--- config.mk ---
export PLATFORM = sky130hd
export DESIGN_NAME = cm_hash_bank_flat
export DESIGN_NICKNAME = d
export VERILOG_FILES = /design/src/rtl/cm_sketch_pkg.sv /design/src/rtl/cm_hash_bank_if.sv /design/src/rtl/cm_hash_xor_tree.sv /design/src/rtl/cm_hash_bank.sv /design/src/flat_wrapper.sv
export SDC_FILE = /design/constraint.sdc
export NUM_CORES = 2
export LEC_CHECK = 0
export CORE_UTILIZATION = 60
export CTS_BUF_LIST = sky130_fd_sc_hd__clkbuf_4 sky130_fd_sc_hd__clkbuf_8
export DETAILED_ROUTE_END_ITERATION = 7
export PLACE_DENSITY = 0.84
export SYNTH_ARGS = -nofsm -noshare
export SYNTH_HDL_FRONTEND = slang
export SYNTH_HIERARCHICAL = 1
export SYNTH_SLANG_ARGS = --single-unit
--- constraint.sdc ---
create_clock -name clk -period 2.9 [get_ports clk]
set_input_delay 0.58 -clock clk [delete_from_list [all_inputs] [get_ports clk]]
set_output_delay 0.58 -clock clk [all_outputs]
set_load 0.01 [all_outputs]
--- src/rtl/cm_sketch_pkg.sv ---
// Shared constants and types for the count-min sketch hash front end.
// Seed reset values are derived from a fixed base and a golden-ratio step.
package cm_sketch_pkg;

  localparam logic [31:0] SEED_BASE = 32'h1689ADFC;
  localparam logic [31:0] SEED_STEP = 32'h9E3779B9;
  localparam int          MAX_ROWS  = 8;
  localparam int          MAX_ADDR  = 32;
  localparam int          N_STAGES  = 6;

  typedef struct packed {
    logic [2:0] row;
    logic [4:0] bit_idx;
  } seed_addr_t;

  function automatic logic [31:0] seed_default(int row, int bit_idx);
    logic [31:0] idx;
    idx = 32'(row * MAX_ADDR + bit_idx);
    return SEED_BASE ^ (idx * SEED_STEP);
  endfunction

endpackage

--- src/rtl/cm_hash_bank_if.sv ---
// Request/result/seed-programming bundle of the multi-row hash bank.
// The master drives requests and seed writes; the slave is the hash bank.
interface cm_hash_bank_if
  import cm_sketch_pkg::*;
#(
  parameter int HASH_SIZE = 12,
  parameter int ADDR_SIZE = 22,
  parameter int D         = 4,
  parameter int TAG_W     = 8
);

  logic                         in_valid;
  logic                         in_ready;
  logic [ADDR_SIZE-1:0]         in_addr;
  logic [TAG_W-1:0]             in_tag;
  logic                         out_valid;
  logic                         out_ready;
  logic [D*HASH_SIZE-1:0]       out_hash;
  logic [TAG_W-1:0]             out_tag;
  logic                         seed_we;
  logic [$clog2(MAX_ROWS)-1:0]  seed_row;
  logic [$clog2(MAX_ADDR)-1:0]  seed_bit;
  logic [HASH_SIZE-1:0]         seed_data;
  logic [2:0]                   in_flight;

  modport master (
    output in_valid, in_addr, in_tag, out_ready,
           seed_we, seed_row, seed_bit, seed_data,
    input  in_ready, out_valid, out_hash, out_tag, in_flight
  );

  modport slave (
    input  in_valid, in_addr, in_tag, out_ready,
           seed_we, seed_row, seed_bit, seed_data,
    output in_ready, out_valid, out_hash, out_tag, in_flight
  );

endinterface

--- src/rtl/cm_hash_xor_tree.sv ---
// One sketch row: registered 32 masked seed terms followed by five
// pipelined XOR reduction levels, all sharing a single stage enable.
module cm_hash_xor_tree
  import cm_sketch_pkg::*;
#(
  parameter int HASH_SIZE = 12
) (
  input  logic                                 clk,
  input  logic                                 rst_n,
  input  logic                                 i_en,
  input  logic [MAX_ADDR-1:0][HASH_SIZE-1:0]   i_terms,
  output logic [HASH_SIZE-1:0]                 o_hash
);

  logic [31:0][HASH_SIZE-1:0] r_s0;
  logic [15:0][HASH_SIZE-1:0] r_s1;
  logic [7:0][HASH_SIZE-1:0]  r_s2;
  logic [3:0][HASH_SIZE-1:0]  r_s3;
  logic [1:0][HASH_SIZE-1:0]  r_s4;
  logic [HASH_SIZE-1:0]       r_s5;

  // NOTE: non-blocking assignments make every level read the previous
  // edge's contents of the level before it, which is what forms the pipeline.
  always_ff @(posedge clk) begin
    if (!rst_n) begin
      r_s0 <= '0;
      r_s1 <= '0;
      r_s2 <= '0;
      r_s3 <= '0;
      r_s4 <= '0;
      r_s5 <= '0;
    end else if (i_en) begin
      r_s0 <= i_terms;
      for (int k = 0; k < 16; k++) r_s1[k] <= r_s0[2*k] ^ r_s0[2*k+1];
      for (int k = 0; k < 8; k++)  r_s2[k] <= r_s1[2*k] ^ r_s1[2*k+1];
      for (int k = 0; k < 4; k++)  r_s3[k] <= r_s2[2*k] ^ r_s2[2*k+1];
      for (int k = 0; k < 2; k++)  r_s4[k] <= r_s3[2*k] ^ r_s3[2*k+1];
      r_s5 <= r_s4[0] ^ r_s4[1];
    end
  end

  assign o_hash = r_s5;

endmodule

--- src/rtl/cm_hash_bank.sv ---
// D-row H3 hash bank: programmable seed table, per-row XOR pipelines,
// valid/tag shift chain with a single global advance for backpressure.
module cm_hash_bank
  import cm_sketch_pkg::*;
#(
  parameter int W         = 4096,
  parameter int HASH_SIZE = $clog2(W),
  parameter int ADDR_SIZE = 22,
  parameter int D         = 4,
  parameter int TAG_W     = 8
) (
  input  logic           clk,
  input  logic           rst_n,
  cm_hash_bank_if.slave  bus
);

  logic                              w_adv;
  logic [N_STAGES-1:0]               r_valid;
  logic [TAG_W-1:0]                  r_tag [N_STAGES];
  logic [HASH_SIZE-1:0]              r_seed [D][MAX_ADDR];
  logic [MAX_ADDR-1:0]               w_addr;
  logic [MAX_ADDR-1:0][HASH_SIZE-1:0] w_terms [D];
  logic [D-1:0][HASH_SIZE-1:0]       w_hash;
  seed_addr_t                        w_seed_addr;

  // Every stage moves together; a stalled result freezes the whole bank.
  assign w_adv       = !r_valid[N_STAGES-1] || bus.out_ready;
  assign w_addr      = MAX_ADDR'(bus.in_addr);
  assign w_seed_addr = '{row: bus.seed_row, bit_idx: bus.seed_bit};

  // NOTE: the seed table is reset explicitly because its default contents
  // define the hash functions seen right after reset.
  always_ff @(posedge clk) begin
    if (!rst_n) begin
      for (int d = 0; d < D; d++)
        for (int i = 0; i < MAX_ADDR; i++)
          r_seed[d][i] <= (i < ADDR_SIZE) ? HASH_SIZE'(seed_default(d, i)) : '0;
    end else if (bus.seed_we) begin
      for (int d = 0; d < D; d++)
        for (int i = 0; i < ADDR_SIZE; i++)
          if (int'(w_seed_addr.row) == d && int'(w_seed_addr.bit_idx) == i)
            r_seed[d][i] <= bus.seed_data;
    end
  end

  // NOTE: every element is assigned on every pass, so no latch is inferred.
  always_comb begin
    for (int d = 0; d < D; d++)
      for (int i = 0; i < MAX_ADDR; i++)
        w_terms[d][i] = w_addr[i] ? r_seed[d][i] : '0;
  end

  for (genvar d = 0; d < D; d++) begin : g_row
    cm_hash_xor_tree #(.HASH_SIZE(HASH_SIZE)) u_tree (
      .clk     (clk),
      .rst_n   (rst_n),
      .i_en    (w_adv),
      .i_terms (w_terms[d]),
      .o_hash  (w_hash[d])
    );
  end

  always_ff @(posedge clk) begin
    if (!rst_n) begin
      r_valid <= '0;
      for (int s = 0; s < N_STAGES; s++) r_tag[s] <= '0;
    end else if (w_adv) begin
      r_valid  <= {r_valid[N_STAGES-2:0], bus.in_valid};
      r_tag[0] <= bus.in_tag;
      for (int s = 1; s < N_STAGES; s++) r_tag[s] <= r_tag[s-1];
    end
  end

  assign bus.in_ready  = w_adv;
  assign bus.out_valid = r_valid[N_STAGES-1];
  assign bus.out_tag   = r_tag[N_STAGES-1];
  assign bus.out_hash  = w_hash;
  assign bus.in_flight = 3'($countones(r_valid));

endmodule

--- src/flat_wrapper.sv ---
// flat-port wrapper written by rule: the top's interface ports become plain ports
module cm_hash_bank_flat import cm_sketch_pkg::*;
#(
  parameter int W         = 4096,
  parameter int HASH_SIZE = $clog2(W),
  parameter int ADDR_SIZE = 22,
  parameter int D         = 4,
  parameter int TAG_W     = 8
)
  (clk, rst_n, bus_in_valid, bus_in_addr, bus_in_tag, bus_out_ready, bus_seed_we, bus_seed_row, bus_seed_bit, bus_seed_data, bus_in_ready, bus_out_valid, bus_out_hash, bus_out_tag, bus_in_flight);
  cm_hash_bank_if #(.HASH_SIZE(HASH_SIZE), .ADDR_SIZE(ADDR_SIZE), .D(D), .TAG_W(TAG_W)) bus_i ();
  input  logic clk;
  input  logic rst_n;
  input wire logic [$bits(bus_i.in_valid)-1:0] bus_in_valid;
  input wire logic [$bits(bus_i.in_addr)-1:0] bus_in_addr;
  input wire logic [$bits(bus_i.in_tag)-1:0] bus_in_tag;
  input wire logic [$bits(bus_i.out_ready)-1:0] bus_out_ready;
  input wire logic [$bits(bus_i.seed_we)-1:0] bus_seed_we;
  input wire logic [$bits(bus_i.seed_row)-1:0] bus_seed_row;
  input wire logic [$bits(bus_i.seed_bit)-1:0] bus_seed_bit;
  input wire logic [$bits(bus_i.seed_data)-1:0] bus_seed_data;
  output wire logic [$bits(bus_i.in_ready)-1:0] bus_in_ready;
  output wire logic [$bits(bus_i.out_valid)-1:0] bus_out_valid;
  output wire logic [$bits(bus_i.out_hash)-1:0] bus_out_hash;
  output wire logic [$bits(bus_i.out_tag)-1:0] bus_out_tag;
  output wire logic [$bits(bus_i.in_flight)-1:0] bus_in_flight;
  assign bus_i.in_valid = bus_in_valid;
  assign bus_i.in_addr = bus_in_addr;
  assign bus_i.in_tag = bus_in_tag;
  assign bus_i.out_ready = bus_out_ready;
  assign bus_i.seed_we = bus_seed_we;
  assign bus_i.seed_row = bus_seed_row;
  assign bus_i.seed_bit = bus_seed_bit;
  assign bus_i.seed_data = bus_seed_data;
  assign bus_in_ready = bus_i.in_ready;
  assign bus_out_valid = bus_i.out_valid;
  assign bus_out_hash = bus_i.out_hash;
  assign bus_out_tag = bus_i.out_tag;
  assign bus_in_flight = bus_i.in_flight;
  cm_hash_bank #(.W(W), .HASH_SIZE(HASH_SIZE), .ADDR_SIZE(ADDR_SIZE), .D(D), .TAG_W(TAG_W)) u_core (.clk(clk), .rst_n(rst_n), .bus(bus_i));
endmodule
==> run summary <==
The largest total area in the synthesized netlist belongs to sky130_fd_sc_hd__dfxtp_1. After clock tree synthesis, the clock-pin slew on the worst setup and hold paths is 60 ps. For the final setup slack of the worst path, the log shows -1160 ps. The switching part of the total came out at 0.233. The proportion of layout cells with a drive suffix above 1 was 0.113; the final-layout worst hold slack was 52.6 ps. The buffer cell driving the clock tree root was sky130_fd_sc_hd__clkbuf_8. Each instance of the synthesized netlist takes up on average 11.1 um2. The worst-case IR drop observed on VDD is 0.803 mV. At the worst endpoint, the arrival time is 3480 ps. The height of the die was 524 um; the DRC marker count from the first detailed-route iteration was 8624. Between clock sinks in the finished design, the worst skew comes to 59.9 ps. The origin of the worst min-delay path was bus_in_addr[9]. The overall routed net length is 364000 um, and the buffer count from post-CTS setup fixing is 0.

STA classifies the critical path endpoint as an output pin. The final reports fail on negative setup slack. The global-route congestion overflow total came out at 0. The register share of total power is 0.519. The die is 524 um wide. The wire-length estimate of the detail-placed layout is 219000 um. Setup violations remaining at the end of the flow were counted as 3. The run gives 0.412 as the relative contribution of the clock network to total power. TritonCTS created 638 clock buffers. The combinational group share of total power was 0.069; the via count of the first global-routing pass was 104000. The analysis attributes to net switching a power of 28.9 mW. The number of I/O port buffers is 115, and the via count normalized by instance count is 5.42. The setup TNS after final layout was -2940 ps. Setup repair after global routing could not meet its margin everywhere. The starting utilization of the core area is 0.603. The worst setup path is launched from a register. The layout overhead on the synthesized area is 14.1%, and the layout net count is 15500. The cell leakage power was 77.8 nW; the mean routed wirelength per cell was 18.7 um. In the synthesized netlist the dominant register cell turns out to be sky130_fd_sc_hd__dfxtp_1. The first-pass GRT wire length is 565000 um. The logs give 0.259 for the overall fraction of global-route tracks in use and 0 for the count of unresolved DRC violations after routing. Power spread over the standard cell area amounts to 666 nW/um2. The area taken by flip-flops and latches came out at 93800 um2.

The worst register-to-register path begins at u_core/r_valid[5]. The logs give 0.390 for the tightest slew margin relative to the limit and 4134 for the number of clock sinks. The length of the first detailed-routing pass in iterations came out at 6.

In this run the worst hold path is classified as input pin to register. Counting the fill cells in the layout gives 18400. The overall via count from detail_route was 106000. The async set-reset flop share out of synthesis was 0.

In this run the remaining antenna-violating nets after routing total 0. The time the final worst path needs with I/O delays and setup came out at 4060 ps. Yosys mapped the design onto 38 distinct sky130hd cell types. STA puts the critical path data required time at 2320 ps.

Synthesis produced 14600 cells. In the final layout, the multi-input gates occupy 65600 um2. The ratio of final minimum period to clock period works out to 1.40. The buffer levels on the longest clock path is 4. The deepest level of the CTS H-tree is 6, and the count of final max-slew check failures is 0. The share of the yosys chip area belonging to registers is 0.575. In this run, synthesis produced a sequential element count of 4134.

The logs give 271000 um2 for the area of the core region and 6 for the warning count from the yosys run. The run gives 0.825 as the final estimated routing congestion in global placement. The die covers 274000 um2. For the count of max-cap constraint violations, the log shows 0. TritonCTS built the clock tree. The share of the synthesized area in the top cell type was 0.372. For this design the top-level I/O count stands at 116. Summing every instance area after synthesis gives 163000 um2. For the number of hold violations in the final report, the log shows 0.

The flow ran to the end, but the final reports show violations. After synthesis, the cell types taking the most area are sky130_fd_sc_hd__dfxtp_1, sky130_fd_sc_hd__edfxtp_1, sky130_fd_sc_hd__mux2i_1, sky130_fd_sc_hd__xnor2_1, sky130_fd_sc_hd__nor2b_1. Transition at the pin with the smallest max-transition slack: 916 ps. Clock latency on the worst-skew pair, taken at its later pin, is 1230 ps. For the initial antenna violation count, the log shows 24.

The run gives 95.1 mW as the cell-internal power. The critical path is of the register to output pin type. Static timing analysis puts the maximum clock frequency at 246 MHz. The number of standard-cell rows in the floorplan was 191. Yosys mapped a number of flops with a built-in enable equal to 1104.

The tools report the maximum number of pins on one net before global-route repair as 220. Of all nets on the critical path, the largest fanout is 2. The critical path starts at u_core/r_valid[1].
[worst paths after layout]
| check | cells after the start | end | slack (ps) |
|---|---|---|---|
| worst min register to register | 2 | u_core/g_row[0].u_tree/r_s1[184] | 510 |
| worst min-delay path | 5 | u_core/g_row[0].u_tree/r_s0[109] | 50 |
| worst max register to register | 10 | u_core/g_row[0].u_tree/r_s0[283] | 770 |
| worst max-delay path | 7 | bus_in_flight[1] | -1160 |
[metal layers]
metal | track usage | routed length (um)
met1 | 0.330 | 151000
met2 | 0.434 | 173000
met3 | 0.0418 | 25100
met4 | 0.114 | 15000
met5 | 0 | 65
[Yosys cell counts (2+ instances only)]
cell                       instances
sky130_fd_sc_hd__inv_1             6
sky130_fd_sc_hd__or3_1           134
sky130_fd_sc_hd__nor2b_1        1540
sky130_fd_sc_hd__nand3b_1          4
sky130_fd_sc_hd__fa_1              3
sky130_fd_sc_hd__buf_4           120
sky130_fd_sc_hd__nor3_2            2
sky130_fd_sc_hd__a21boi_0          6
sky130_fd_sc_hd__buf_6            28
sky130_fd_sc_hd__buf_1             2
sky130_fd_sc_hd__xnor2_1        1488
sky130_fd_sc_hd__o21ai_0        1585
sky130_fd_sc_hd__edfxtp_1       1104
sky130_fd_sc_hd__buf_2           358
sky130_fd_sc_hd__nand3_1           8
sky130_fd_sc_hd__nor3_1            3
sky130_fd_sc_hd__a21oi_1        1498
sky130_fd_sc_hd__buf_8            40
sky130_fd_sc_hd__and2_1         1068
sky130_fd_sc_hd__nor2_1          176
sky130_fd_sc_hd__dfxtp_1        3030
sky130_fd_sc_hd__nand2b_1         14
sky130_fd_sc_hd__nand2_1         168
sky130_fd_sc_hd__clkbuf_1        541
sky130_fd_sc_hd__and3_1          174
sky130_fd_sc_hd__nor3b_2           2
sky130_fd_sc_hd__mux2i_1        1536
[power by group through the flow]
stage	Clock (mW)	Sequential [mW]	Combinational, mW
2_1_floorplan	0	65.1	5.88
3_3_place_gp	0	65.4	8.08
3_5_place_dp	0	65.6	8.34
4_1_cts	51.9	64.4	8.48
5_1_grt	54.5	64.7	9.27
6_report	51.1	64.4	8.51
[layout by cell type, fill, tap and decap left out, drive strengths merged, types with 177 or more instances in the layout]
cell / synthesis / final
clkbuf: 541 / 1033
nor2b: 1540 / 1540
mux2i: 1536 / 1536
buf: 548 / 635
a21oi: 1498 / 1498
and2: 1068 / 1068
conb: 1 / 480
o21ai: 1585 / 1585
dfxtp: 3030 / 3030
edfxtp: 1104 / 1104
xnor2: 1488 / 1488
nor2: 177 / 177
[registers in the layout (all words and copies together) (netlist names)]
name and cells:
u_core/g_row.u_tree/r_s0 1536, u_core/g_row.u_tree/r_s4 96, u_core/r_seed 1056, u_core/r_valid 6, u_core/g_row.u_tree/r_s1 768, u_core/g_row.u_tree/r_s3 192
u_core/g_row.u_tree/o_hash 48, u_core/g_row.u_tree/r_s2 384, u_core/r_tag 48
[timing repair]
item | CTS | global route
endpoints found under the hold margin | 141 | 0
endpoints found under the setup margin | 4 | 3
resized for setup | 26 | 0
pin swaps | 3 | 1
hold buffers | 11 | 0
[cells by family (layout without fill, tap and decap cells)]
| kind of cell | count (synthesis) | in the layout | share of synthesized area |
|---|---|---|---|
| AND/OR/NAND/NOR | 3298 | 3298 | 0.121 |
| multiplexers | 1536 | 1536 | 0.0942 |
| other | 1 | 485 | 0.0000230 |
| buffers and inverters | 1097 | 1919 | 0.0348 |
| XOR/XNOR | 1488 | 1488 | 0.0798 |
| adder cells (fa/ha/maj) | 4 | 4 | 0.000445 |
| flip-flops | 4134 | 4134 | 0.575 |
| AO/OA/AOI/OAI | 3091 | 3091 | 0.0949 |
[metrics by stage]
| stage | setup slack, ps | cells | util | cell area [um2] | total power [mW] |
|---|---|---|---|---|---|
| 2_1_floorplan | 122 | 15100 | - | 165000 | 71.0 |
| 3_3_place_gp | -441 | 18300 | 0.636 | 172000 | 73.5 |
| 3_5_place_dp | -380 | 18300 | 0.636 | 172000 | 73.9 |
| 4_1_cts | -1240 | 19500 | 0.688 | 186000 | 125 |
| 5_1_grt | -1220 | 19500 | 0.688 | 186000 | 129 |
| 6_report | -1160 | 19500 | 0.688 | 186000 | 124 |
[critical path: stages (launching register included)]
cell                      delay (ps)
sky130_fd_sc_hd__dfxtp_2         330
sky130_fd_sc_hd__fa_1            560
sky130_fd_sc_hd__inv_2            50
sky130_fd_sc_hd__fa_1            500
sky130_fd_sc_hd__inv_2            50
sky130_fd_sc_hd__ha_4            150
sky130_fd_sc_hd__fa_1            480
sky130_fd_sc_hd__buf_2           130
[cell type report]
type                            count  area share
Multi-Input combinational cell   9897       0.352
Antenna cell                        5   0.0000672
Clock buffer                     1033      0.0680
Inverter                            8    0.000202
Tap cell                         3570      0.0240
Clock inverter                    140     0.00601
Sequential cell                  4134       0.504
Timing Repair Buffer              738      0.0456
Power figures use the tool's default switching activity.
